## config.mk

```make
export PLATFORM = sky130hd
export DESIGN_NAME = load_store_unit
export DESIGN_NICKNAME = d
export VERILOG_FILES = /design/src/rtl/load_store_unit.sv
export SDC_FILE = /design/constraint.sdc
export NUM_CORES = 1
export LEC_CHECK = 0
export CAP_MARGIN = 20
export CORE_ASPECT_RATIO = 1.25
export CORE_UTILIZATION = 50
export CTS_BUF_LIST = sky130_fd_sc_hd__clkbuf_2
export DETAILED_ROUTE_END_ITERATION = 8
export GPL_ROUTABILITY_DRIVEN = 0
export PLACE_DENSITY = 0.95
export SYNTH_ARGS = -nofsm -noshare
export SYNTH_HDL_FRONTEND = slang
export SYNTH_SLANG_ARGS = --single-unit
```

## constraint.sdc

```tcl
create_clock -name clk -period 6.55 [get_ports clk]
set_input_delay 1.31 -clock clk [delete_from_list [all_inputs] [get_ports clk]]
set_output_delay 1.31 -clock clk [all_outputs]
set_load 0.01 [all_outputs]
```

## src/rtl/load_store_unit.sv

```systemverilog
`default_nettype none
// ============================================================================
//  Module      : load_store_unit
//  Description : Data-memory access stage. Runs one load or store per request
//                over a valid/ready memory port, lane-aligns store data and
//                extends load data; reports misaligned, illegal and timed-out
//                accesses with a one-cycle done pulse.
//  Revision    : 1.0 - initial release
// ============================================================================
module load_store_unit #(
  parameter int TIMEOUT_CYCLES = 256
) (
  input  logic        clk,
  input  logic        reset,
  input  logic        lsu_valid,
  input  logic        MemRead,
  input  logic        MemWrite,
  input  logic [2:0]  Funct3,
  input  logic [31:0] ALUResult,
  input  logic [31:0] WriteData,
  output logic        lsu_busy,
  output logic        lsu_done,
  output logic [1:0]  lsu_err,
  output logic [31:0] ReadData,
  output logic        mem_req,
  output logic        mem_we,
  output logic [31:0] mem_addr,
  output logic [31:0] mem_wdata,
  output logic [3:0]  mem_wstrb,
  input  logic        mem_ready,
  input  logic [31:0] mem_rdata
);

  localparam int CW = (TIMEOUT_CYCLES > 1) ? $clog2(TIMEOUT_CYCLES + 1) : 1;

  localparam logic [1:0] C_ERR_OK  = 2'b00;
  localparam logic [1:0] C_ERR_MIS = 2'b01;
  localparam logic [1:0] C_ERR_ILL = 2'b10;
  localparam logic [1:0] C_ERR_TO  = 2'b11;

  typedef enum logic [1:0] {
    S_IDLE = 2'd0,
    S_REQ  = 2'd1,
    S_RESP = 2'd2
  } state_t;

  state_t        r_state;
  logic [1:0]    r_off;
  logic [2:0]    r_f3;
  logic          r_load;
  logic [CW-1:0] r_cnt;
  logic          r_done;
  logic [1:0]    r_err;
  logic [31:0]   r_rdata;
  logic          r_req;
  logic          r_we;
  logic [31:0]   r_addr;
  logic [31:0]   r_wdata;
  logic [3:0]    r_wstrb;

  logic          w_start;
  logic          w_illegal;
  logic          w_misaligned;
  logic [31:0]   w_wdata;
  logic [3:0]    w_wstrb;
  logic [31:0]   w_lane;
  logic [31:0]   w_ext;

  assign w_start = lsu_valid & (MemRead | MemWrite);

  // Classify the incoming request: illegal size/direction, then alignment
  always_comb begin
    w_illegal = 1'b0;
    if (MemRead & MemWrite) begin
      w_illegal = 1'b1;
    end else if (MemRead) begin
      w_illegal = !(Funct3 == 3'b000 || Funct3 == 3'b001 || Funct3 == 3'b010 ||
                    Funct3 == 3'b100 || Funct3 == 3'b101);
    end else begin
      w_illegal = !(Funct3 == 3'b000 || Funct3 == 3'b001 || Funct3 == 3'b010);
    end
    w_misaligned = ((Funct3[1:0] == 2'b01) && ALUResult[0]) ||
                   ((Funct3[1:0] == 2'b10) && (ALUResult[1:0] != 2'b00));
  end

  // Replicate store data across lanes and build byte enables from the offset
  always_comb begin
    w_wdata = WriteData;
    w_wstrb = 4'b1111;
    case (Funct3[1:0])
      2'b00: begin
        w_wdata = {4{WriteData[7:0]}};
        w_wstrb = 4'b0001 << ALUResult[1:0];
      end
      2'b01: begin
        w_wdata = {2{WriteData[15:0]}};
        w_wstrb = 4'b0011 << ALUResult[1:0];
      end
      default: begin
        w_wdata = WriteData;
        w_wstrb = 4'b1111;
      end
    endcase
  end

  // Select the addressed lane of the read word and sign/zero-extend it
  always_comb begin
    w_lane = mem_rdata >> {r_off, 3'b000};
    case (r_f3)
      3'b000:  w_ext = {{24{w_lane[7]}}, w_lane[7:0]};
      3'b001:  w_ext = {{16{w_lane[15]}}, w_lane[15:0]};
      3'b100:  w_ext = {24'd0, w_lane[7:0]};
      3'b101:  w_ext = {16'd0, w_lane[15:0]};
      default: w_ext = mem_rdata;
    endcase
  end

  // Access sequencer: IDLE -> REQ -> RESP -> IDLE, rejected requests skip REQ
  always_ff @(posedge clk or posedge reset) begin
    if (reset) begin
      r_state <= S_IDLE;
      r_off   <= 2'b00;
      r_f3    <= 3'b000;
      r_load  <= 1'b0;
      r_cnt   <= '0;
      r_done  <= 1'b0;
      r_err   <= C_ERR_OK;
      r_rdata <= 32'd0;
      r_req   <= 1'b0;
      r_we    <= 1'b0;
      r_addr  <= 32'd0;
      r_wdata <= 32'd0;
      r_wstrb <= 4'b0000;
    end else begin
      r_done <= 1'b0;
      case (r_state)
        S_IDLE: begin
          if (w_start) begin
            r_off  <= ALUResult[1:0];
            r_f3   <= Funct3;
            r_load <= MemRead & ~MemWrite;
            if (w_illegal) begin
              r_state <= S_RESP;
              r_done  <= 1'b1;
              r_err   <= C_ERR_ILL;
            end else if (w_misaligned) begin
              r_state <= S_RESP;
              r_done  <= 1'b1;
              r_err   <= C_ERR_MIS;
            end else begin
              r_state <= S_REQ;
              r_cnt   <= '0;
              r_req   <= 1'b1;
              r_we    <= MemWrite;
              r_addr  <= {ALUResult[31:2], 2'b00};
              r_wdata <= MemWrite ? w_wdata : 32'd0;
              r_wstrb <= MemWrite ? w_wstrb : 4'b0000;
            end
          end
        end
        S_REQ: begin
          if (mem_ready) begin
            if (r_load) begin
              r_rdata <= w_ext;
            end
            r_req   <= 1'b0;
            r_we    <= 1'b0;
            r_wstrb <= 4'b0000;
            r_state <= S_RESP;
            r_done  <= 1'b1;
            r_err   <= C_ERR_OK;
          end else if ((TIMEOUT_CYCLES != 0) && (r_cnt == CW'(TIMEOUT_CYCLES - 1))) begin
            // Withdraw the request; the memory side must tolerate this
            r_req   <= 1'b0;
            r_we    <= 1'b0;
            r_wstrb <= 4'b0000;
            r_state <= S_RESP;
            r_done  <= 1'b1;
            r_err   <= C_ERR_TO;
          end else begin
            r_cnt <= r_cnt + 1'b1;
          end
        end
        S_RESP: begin
          r_err   <= C_ERR_OK;
          r_state <= S_IDLE;
        end
        default: begin
          r_state <= S_IDLE;
        end
      endcase
    end
  end

  assign lsu_busy  = (r_state != S_IDLE);
  assign lsu_done  = r_done;
  assign lsu_err   = r_err;
  assign ReadData  = r_rdata;
  assign mem_req   = r_req;
  assign mem_we    = r_we;
  assign mem_addr  = r_addr;
  assign mem_wdata = r_wdata;
  assign mem_wstrb = r_wstrb;

endmodule
`default_nettype wire

```

## After elaboration in Yosys (flattened, before gate mapping)

Cells that the tools add are included.

- Bits of input ports: 105
- Output and inout bits: 106
- Bits in registers: 120
- Logic and storage cells: 114

- Reductions and logical operators: 24
- Equal/unequal tests: 19
- Bitwise logic cells: 7
- Mux-type cells: 47
- $add $sub $neg: 1
- Shift-type cells: 3

Operators by type and width:

| cell | number |
|---|---|
| $pmux 32 s4 | 1 |
| $pmux 32 s2 | 1 |
| $mux 9 | 5 |
| $mux 32 | 1 |
| $shr 32x5->16 | 1 |
| $mux 4 | 6 |
| $mux 2 | 10 |
| $pmux 9 s2 | 1 |
| $pmux 4 s2 | 2 |
| $mux 1 | 15 |
| $eq 3x3->1 const B | 4 |
| $ne 2x2->1 const B | 5 |
| $add 9x1->9 const B | 1 |
| $eq 9x8->1 const B | 1 |
| $reduce_and 4->1 | 2 |
| $eq 3x1->1 const B | 2 |
| $logic_not 3->1 | 2 |
| $ne 3x3->1 const B | 2 |
| $pmux 1 s2 | 3 |
| $pmux 2 s3 | 1 |
| $reduce_and 6->1 | 1 |
| $reduce_bool 2->1 | 3 |
| $logic_or 1x1->1 | 5 |
| $reduce_and 5->1 | 1 |
| other kinds (15) | 25 |

## Longest topological paths before layout

Gate-level depths: netlist of run 1.

- Depth after elaboration: 11
- Gate-level depth with buffers: 9
- Mapped depth without buffers: 9

## Worst setup path before layout of run 1

Ideal clock, no wire load.

- Kind: input port to flip-flop
- Start: input port Funct3[1]
- End: register r_addr[2] (netlist: mem_addr[2])
- Path slack: 3.829 ns
- Library setup time: 0.125 ns
- Required time: 6.425 ns
- Buffers on the path: 3
- Data arrival time: 2.596 ns
- Stages: 7
- Cell sequence: clkbuf_1 > nand2b_1 > o22a_1 > nand3_2 > buf_2 > buf_6 > mux2_2

- Word-level cells in the longest chain between the ends: 10
- Elaborated cells between the ends (all ways): 21
- Classes of those cells: eq/ne (6); mux (2); bitwise (2); reduce/logical (11)

Ends and longest elaborated chain:

| what | line | RTL |
|---|---|---|
| from (decl) | 18 | `input logic [2:0] Funct3,` |
| $eq 3x1->1 / $logic_not 3->1 (equally long branches) | 77, 80 |  |
| $logic_or 1x1->1 (2 in a row) | 77, 80 |  |
| $logic_or 1x1->1 | 77 | `w_illegal = !(Funct3 == 3'b000 \|\| Funct3 == 3'b001 \|\| Funct3 == 3'b010 \|\|` |
| $logic_or 1x1->1 | 78 | `Funct3 == 3'b100 \|\| Funct3 == 3'b101);` |
| $logic_not 1->1 | 77 |  |
| $mux 1 | 76 | `end else if (MemRead) begin` |
| $mux 1 | 74 | `if (MemRead & MemWrite) begin` |
| $not 1->1 (no source line) | -- |  |
| $reduce_and 4->1 (no source line) (*) | -- |  |
| to (signal assigned) | 155 | `r_addr <= {ALUResult[31:2], 2'b00};` |
| to (decl) | 57 | `logic [31:0] r_addr;` |

Mark *: on every way between the ends. The rest lies on a longest branch, timed or not.
A chain may end at the register's enable or synchronous reset.

## Worst setup path after layout of run 1

- Start: input port Funct3[0]
- End: register r_we (netlist: mem_we)

- Word-level cells in the longest chain between the ends: 10
- Elaborated cells between the ends (all ways): 21
- Classes of those cells: eq/ne (8); mux (2); reduce/logical (11)

Ends and longest elaborated chain:

| what | line | RTL |
|---|---|---|
| $eq 3x1->1 / $logic_not 3->1 (equally long branches) | 77, 80 |  |
| $logic_or 1x1->1 (2 in a row) | 77, 80 |  |
| $logic_or 1x1->1 | 77 |  |
| $logic_or 1x1->1 | 78 |  |
| $logic_not 1->1 | 77 |  |
| $mux 1 | 76 |  |
| $mux 1 | 74 |  |
| $ne 2x2->1 (no source line) | -- |  |
| $reduce_and 5->1 (no source line) (*) | -- |  |
| to (signal assigned) | 154 | `r_we <= MemWrite;` |
| to (decl) | 56 | `logic r_we;` |

Marks and branches as above.

==> flow_metrics.env, run 1 <==
export IMPL_gr_usage_all_layers_pct=27.3
export IMPL_cts_path_max_buffers=2
export IMPL_core_sq_um=11600
export IMPL_htreeDepth=4
export IMPL_grt_pass1_vias=5308
export IMPL_path_class="in2reg"
export IMPL_tightest_slew_ps=1140
export IMPL_synthDistinctLibCells=45
export IMPL_crit_end="mem_we$_DFFE_PP0P_"
export IMPL_postCtsSetupBuffers=0
export IMPL_crit_start="Funct3[0]"
export IMPL_finalSetupViolations=0
export IMPL_clk_pin_slew_ps=150
export IMPL_min_period_over_period_pct=55.9
export IMPL_min_period_ps=3660
export IMPL_switching_share_pct=36.1
export IMPL_grt_pass1_wl_microns=25700
export IMPL_yosys_warnings=0
export IMPL_wl_per_cell_microns=16.8
export IMPL_initial_core_util_pct=51.4
export IMPL_grt_max_degree=84
export IMPL_drt_initial_drc_count=313
export IMPL_cts_buffers_inserted=17
export IMPL_combPwrFrac_pct=45.6
export IMPL_cp_required_ps=7090
export IMPL_area_growth_pct=40.3
export IMPL_yosysTopAreaCellShare_pct=50.3
export IMPL_stdcell_count=983
export IMPL_min_delay_path_class="reg2reg"
export IMPL_p_int_mw=2.03
export IMPL_ff2ff_setup_slack_ps=3740
export IMPL_maxSlewHeadroom_pct=24.3
export IMPL_yosysSeqAreaShare_pct=50.3
export IMPL_synth_edf_count=0
export IMPL_status="completed"
export IMPL_finalWirelength_microns=16500
export IMPL_fin_tns_setup_ps=0
export IMPL_peakVddDrop_uv=244
export IMPL_avgViaCountPerCell=5.46
export IMPL_cts_tree="yes"
export IMPL_powerDensity_nw_per_um2=379
export IMPL_io_buffer_count=208
export IMPL_place_area_sq_um=8090
export IMPL_reg2reg_depth=7
export IMPL_final_cell_area_sq_um=8370
export IMPL_cts_hold_buf=0
export IMPL_synthTopCellsByArea="dfrtp_1, mux2_2, nand2_1, o21ai_0, mux2i_1"
export IMPL_clk_latency_ps=660
export IMPL_synth_area_leader_cell="dfrtp_1"
export IMPL_syn_area_sq_um=5970
export IMPL_drv_cap=0
export IMPL_mostFrequentLayoutCells="clkdlybuf4s50_1, nand2_1, dfrtp_1"
export IMPL_cp_arrival_ps=4200
export IMPL_p_seq_share_pct=39.5
export IMPL_drc=0
export IMPL_wl_met2_microns=8480
export IMPL_overflow=0
export IMPL_drt_met1_wl_microns=6110
export IMPL_fmax_mhz=273
export IMPL_async_flop_share_pct=100
export IMPL_r2r_end="mem_we$_DFFE_PP0P_"
export IMPL_timing_rr_start="r_state[0]$_DFFE_PP0P_"
export IMPL_rows=44
export IMPL_cts_root_buf="clkbuf_2"
export IMPL_hold_viol=0
export IMPL_ant_nets=0
export IMPL_dieWidth_microns=99.7
export IMPL_finalMaxSlewViolations=0
export IMPL_die_area_sq_um=12400
export IMPL_wl_met3_microns=1370
export IMPL_end_kind="flop"
export IMPL_p_sw_mw=1.14
export IMPL_p_leak_nw=3.63
export IMPL_place_inst=949
export IMPL_clock_sinks=120
export IMPL_synth_avg_cell_area_sq_um=9.67
export IMPL_netlist_instances=617
export IMPL_clock_power_share_pct=14.9
export IMPL_skew_ps=24.0
export IMPL_ys_flop_type="dfrtp_1"
export IMPL_final_net_count=919
export IMPL_synth_seq_cells=120
export IMPL_cp_start_kind="primary input"
export IMPL_via_count=5365
export IMPL_final_common_cell="clkdlybuf4s50_1"
export IMPL_die_h_microns=124
export IMPL_fin_hold_ws_ps=502
export IMPL_rsz0062_at_grt="no"
export IMPL_crit_fanout=83
export IMPL_route_top_layer_used="met4"
export IMPL_dr_pass1_iters=6
export IMPL_io_pins=211
export IMPL_grt_antenna_before_repair=1
export IMPL_cts_resized=0
export IMPL_dp_hpwl_microns=11900
export IMPL_drive_above_1_share_pct=12.2
## layout make-up
type                       count  area, sq um
clock inverter                12          135
clock buffer                  18         90.1
multi-input combinational    443         2720
fill                         807         3240
sequential                   120         3000
antenna                        1         2.50
tap                          161          201
inverter                      12         47.5
timing repair buffer         216         2170
## metrics by stage
| step | worst slack [ps] | power (mW) | util, % |
|---|---|---|---|
| after floorplan | 2050 | 1.91 | - |
| after global placement | 2280 | 2.64 | 69.7 |
| after detailed placement | 2230 | 2.70 | 69.7 |
| after CTS | 2960 | 3.18 | 71.6 |
| after global routing | 2780 | 3.37 | 72.1 |
| final | 2890 | 3.17 | 72.1 |
## flip-flops by register name, indices dropped and copies added (netlist names)
signal	count
mem_req	1
lsu_done	1
ReadData	32
mem_addr	30
mem_wdata	32
mem_we	1
r_load	1
lsu_err	2
r_f3	3
r_state	2
r_cnt	9
mem_wstrb	4
r_off	2
## routing by layer
layer	global-route usage, %	up-vias
met2	46.9	258
li1	-	2506
met5	0	-
met4	13.8	0
met3	8.70	44
met1	30.6	2557
## cell families after synthesis
| kind of cell | Yosys count | synth area share, % |
|---|---|---|
| AOI/OAI and AO/OA | 143 | 13.6 |
| adders and majority gates | 4 | 0.839 |
| buffers and inverters | 55 | 4.26 |
| DFF | 120 | 50.3 |
| muxes | 83 | 15.4 |
| other | 1 | 0.0628 |
| and+or+nand+nor | 211 | 15.5 |
## worst max-delay path, cell delays in order
cell	delay, ps
clkdlybuf4s50_1	940
nand2b_1	190
o22a_1	250
nand3_4	660
a21o_1	490
mux2_1	350
## worst min path at each step
stage                                    startpoint                         to  slack [ps]  cells past startpoint
after floorplan              r_state[1]$_DFFE_PP0P_     r_state[1]$_DFFE_PP0P_         460                      1
after global placement      ReadData[6]$_DFFE_PP0P_    ReadData[6]$_DFFE_PP0P_         460                      2
after detailed placement    ReadData[3]$_DFFE_PP0P_    ReadData[3]$_DFFE_PP0P_         470                      2
after CTS                  mem_wdata[6]$_DFFE_PP0P_   mem_wdata[6]$_DFFE_PP0P_         510                      2
after global routing      mem_wdata[18]$_DFFE_PP0P_  mem_wdata[18]$_DFFE_PP0P_         540                      2
final                       ReadData[3]$_DFFE_PP0P_    ReadData[3]$_DFFE_PP0P_         500                      2
## power by group through the flow
stage	Sequential, mW	Combinational [mW]	Clock (mW)
after floorplan	1.31	0.602	0
after global placement	1.25	1.40	0
after detailed placement	1.26	1.44	0
after CTS	1.25	1.45	0.482
after global routing	1.29	1.56	0.519
final	1.25	1.44	0.473
## Yosys cell counts (all sizes together) (2+ instances only)
master	number
nor2b	4
mux2i	32
nand3b	9
and3	2
mux4	2
nor2	40
nand3	5
a22oi	2
mux2	49
nand2b	7
o22ai	7
buf	23
o21a	2
or3	6
nand2	129
a21o	4
clkbuf	20
o21ai	81
ha	4
o22a	2
inv	12
a21oi	41
dfrtp	120
nor3b	2
nand4	2
No activity file was read; power rests on OpenSTA's default activity.
==> inputs of run 2 (changes only) <==
--- a/config.mk
+++ b/config.mk
@@ -7,11 +7,11 @@
 export LEC_CHECK = 0
 export CAP_MARGIN = 20
 export CORE_ASPECT_RATIO = 1.25
-export CORE_UTILIZATION = 50
+export CORE_UTILIZATION = 47
 export CTS_BUF_LIST = sky130_fd_sc_hd__clkbuf_2
 export DETAILED_ROUTE_END_ITERATION = 8
 export GPL_ROUTABILITY_DRIVEN = 0
-export PLACE_DENSITY = 0.95
+export PLACE_DENSITY = 0.94
 export SYNTH_ARGS = -nofsm -noshare
 export SYNTH_HDL_FRONTEND = slang
 export SYNTH_SLANG_ARGS = --single-unit
==> constraint.sdc (replaced) <==
create_clock -name clk -period 3.39 [get_ports clk]
set_input_delay 0.678 -clock clk [delete_from_list [all_inputs] [get_ports clk]]
set_output_delay 0.678 -clock clk [all_outputs]
set_load 0.01 [all_outputs]
==> run 2 against run 1 <==
  * Largest power group unchanged
  * Routed wire length decreased by 3.2%
  * Hold slack got worse by 0.69 ps
  * Register-to-register slack got worse by 2800 ps
  * Utilization decreased by 3.4 points
  * Worst setup slack got worse by 2300 ps
  * Total power increased by 94%
  * Flip-flop and latch count unchanged
==> flow_metrics.env, run 2 (synthesis gave the netlist of run 1 again) <==
export IMPL_final_net_count=923
export IMPL_cp_required_ps=2710
export IMPL_combPwrFrac_pct=46.3
export IMPL_place_area_sq_um=8170
export IMPL_die_area_sq_um=13200
export IMPL_postCtsSetupBuffers=0
export IMPL_crit_fanout=6
export IMPL_via_count=5264
export IMPL_finalMaxSlewViolations=0
export IMPL_powerDensity_nw_per_um2=730
export IMPL_ant_nets=0
export IMPL_finalWirelength_microns=16000
export IMPL_min_period_ps=2810
export IMPL_grt_pass1_wl_microns=25600
export IMPL_dr_pass1_iters=5
export IMPL_cts_root_buf="clkbuf_2"
export IMPL_drt_initial_drc_count=168
export IMPL_io_buffer_count=208
export IMPL_final_common_cell="clkdlybuf4s50_1"
export IMPL_holdPathStages=2
export IMPL_fin_hold_ws_ps=501
export IMPL_timing_rr_start="r_cnt[0]$_DFFE_PP0P_"
export IMPL_cts_hold_buf=0
export IMPL_p_seq_share_pct=38.2
export IMPL_cts_tree="yes"
export IMPL_drc=0
export IMPL_fin_total_pwr_mw=6.15
export IMPL_min_period_over_period_pct=82.8
export IMPL_clock_sinks=120
export IMPL_status="completed"
export IMPL_finalSetupViolations=0
export IMPL_dieWidth_microns=103
export IMPL_overflow=0
export IMPL_dp_slack_ps=598
export IMPL_antenna_cells=0
export IMPL_avgViaCountPerCell=5.31
export IMPL_drv_cap=0
export IMPL_path_class="reg2out"
export IMPL_clk_latency_ps=670
export IMPL_cts_resized=0
export IMPL_cts_buffers_inserted=17
export IMPL_fin_util_pct=68.7
export IMPL_final_cell_area_sq_um=8430
export IMPL_p_leak_nw=3.66
export IMPL_grt_max_degree=121
export IMPL_mostFrequentLayoutCells="clkdlybuf4s50_1, nand2_1, dfrtp_1"
export IMPL_maxSlewHeadroom_pct=43.4
export IMPL_hold_viol=0
export IMPL_r2r_end="r_cnt[6]$_DFFE_PP0P_"
export IMPL_clk_pin_slew_ps=160
export IMPL_stdcell_count=991
export IMPL_end_kind="primary output"
export IMPL_min_delay_path_class="reg2reg"
export IMPL_worst_slack_ps=582
export IMPL_reg2reg_depth=7
export IMPL_hp_start="ReadData[7]$_DFFE_PP0P_"
export IMPL_skew_ps=34.2
export IMPL_cts_path_max_buffers=2
export IMPL_ff2ff_setup_slack_ps=930
export IMPL_place_inst=958
export IMPL_core_sq_um=12300
export IMPL_initial_core_util_pct=48.6
export IMPL_gr_usage_all_layers_pct=25.5
export IMPL_rows=45
export IMPL_switching_share_pct=35.8
export IMPL_drive_above_1_share_pct=13.2
export IMPL_grt_antenna_before_repair=0
export IMPL_grt_pass1_vias=5326
export IMPL_area_growth_pct=41.2
export IMPL_tightest_slew_ps=848
export IMPL_clock_power_share_pct=15.5
export IMPL_die_h_microns=128
export IMPL_peakVddDrop_uv=443
export IMPL_p_sw_mw=2.20
export IMPL_fin_tns_setup_ps=0
export IMPL_wl_per_cell_microns=16.1
export IMPL_htreeDepth=4
export IMPL_fmax_mhz=356
export IMPL_cp_start_kind="flop"
export IMPL_whs_endpoint="ReadData[7]$_DFFE_PP0P_"
export IMPL_dp_hpwl_microns=11800
export IMPL_rsz0062_at_grt="no"
export IMPL_p_int_mw=3.95
export IMPL_io_pins=211
export IMPL_cp_arrival_ps=2130
## run 2: layout make-up
cell class                 instances  area, sq um
clock buffer                      19         95.1
tap                              164          205
timing repair buffer             220         2200
multi-input combinational        443         2720
inverter                          12         48.8
clock inverter                    13          155
fill                             961         3850
sequential                       120         3000
## run 2: critical path, cell delays in order, from the launching register on
cell	delay [ps]
dfrtp_1	380
inv_1	60
ha_1	260
inv_1	220
clkdlybuf4s50_1	580
## run 2: how the worst max path moves through the flow
stage / from / end / slack (ps) / depth (start not counted)
after global placement: mem_rdata[31] / ReadData[13]$_DFFE_PP0P_ / 650 / 6
after detailed placement: mem_rdata[23] / ReadData[24]$_DFFE_PP0P_ / 600 / 6
after floorplan: r_cnt[0]$_DFFE_PP0P_ / r_cnt[6]$_DFFE_PP0P_ / 1170 / 7
after CTS: r_state[0]$_DFFE_PP0P_ / lsu_busy / 530 / 4
final: r_state[0]$_DFFE_PP0P_ / lsu_busy / 580 / 4
after global routing: r_state[0]$_DFFE_PP0P_ / lsu_busy / 380 / 4
## run 2: power groups by stage
stage          Sequential (mW)  Clock [mW]  Combinational [mW]
2_1_floorplan             2.53           0                1.16
5_1_grt                   2.42        1.05                3.08
6_report                  2.35       0.954                2.85
3_5_place_dp              2.38           0                2.86
4_1_cts                   2.35       0.986                2.87
3_3_place_gp              2.34           0                2.78
## run 2: routing by layer
layer | up-vias | track usage, % | wire length, microns
li1 | 2505 | - | -
met1 | 2490 | 28.1 | 5890
met2 | 224 | 44.4 | 8440
met3 | 45 | 7.69 | 1100
met4 | 0 | 12.2 | 554
met5 | - | 0 | 0
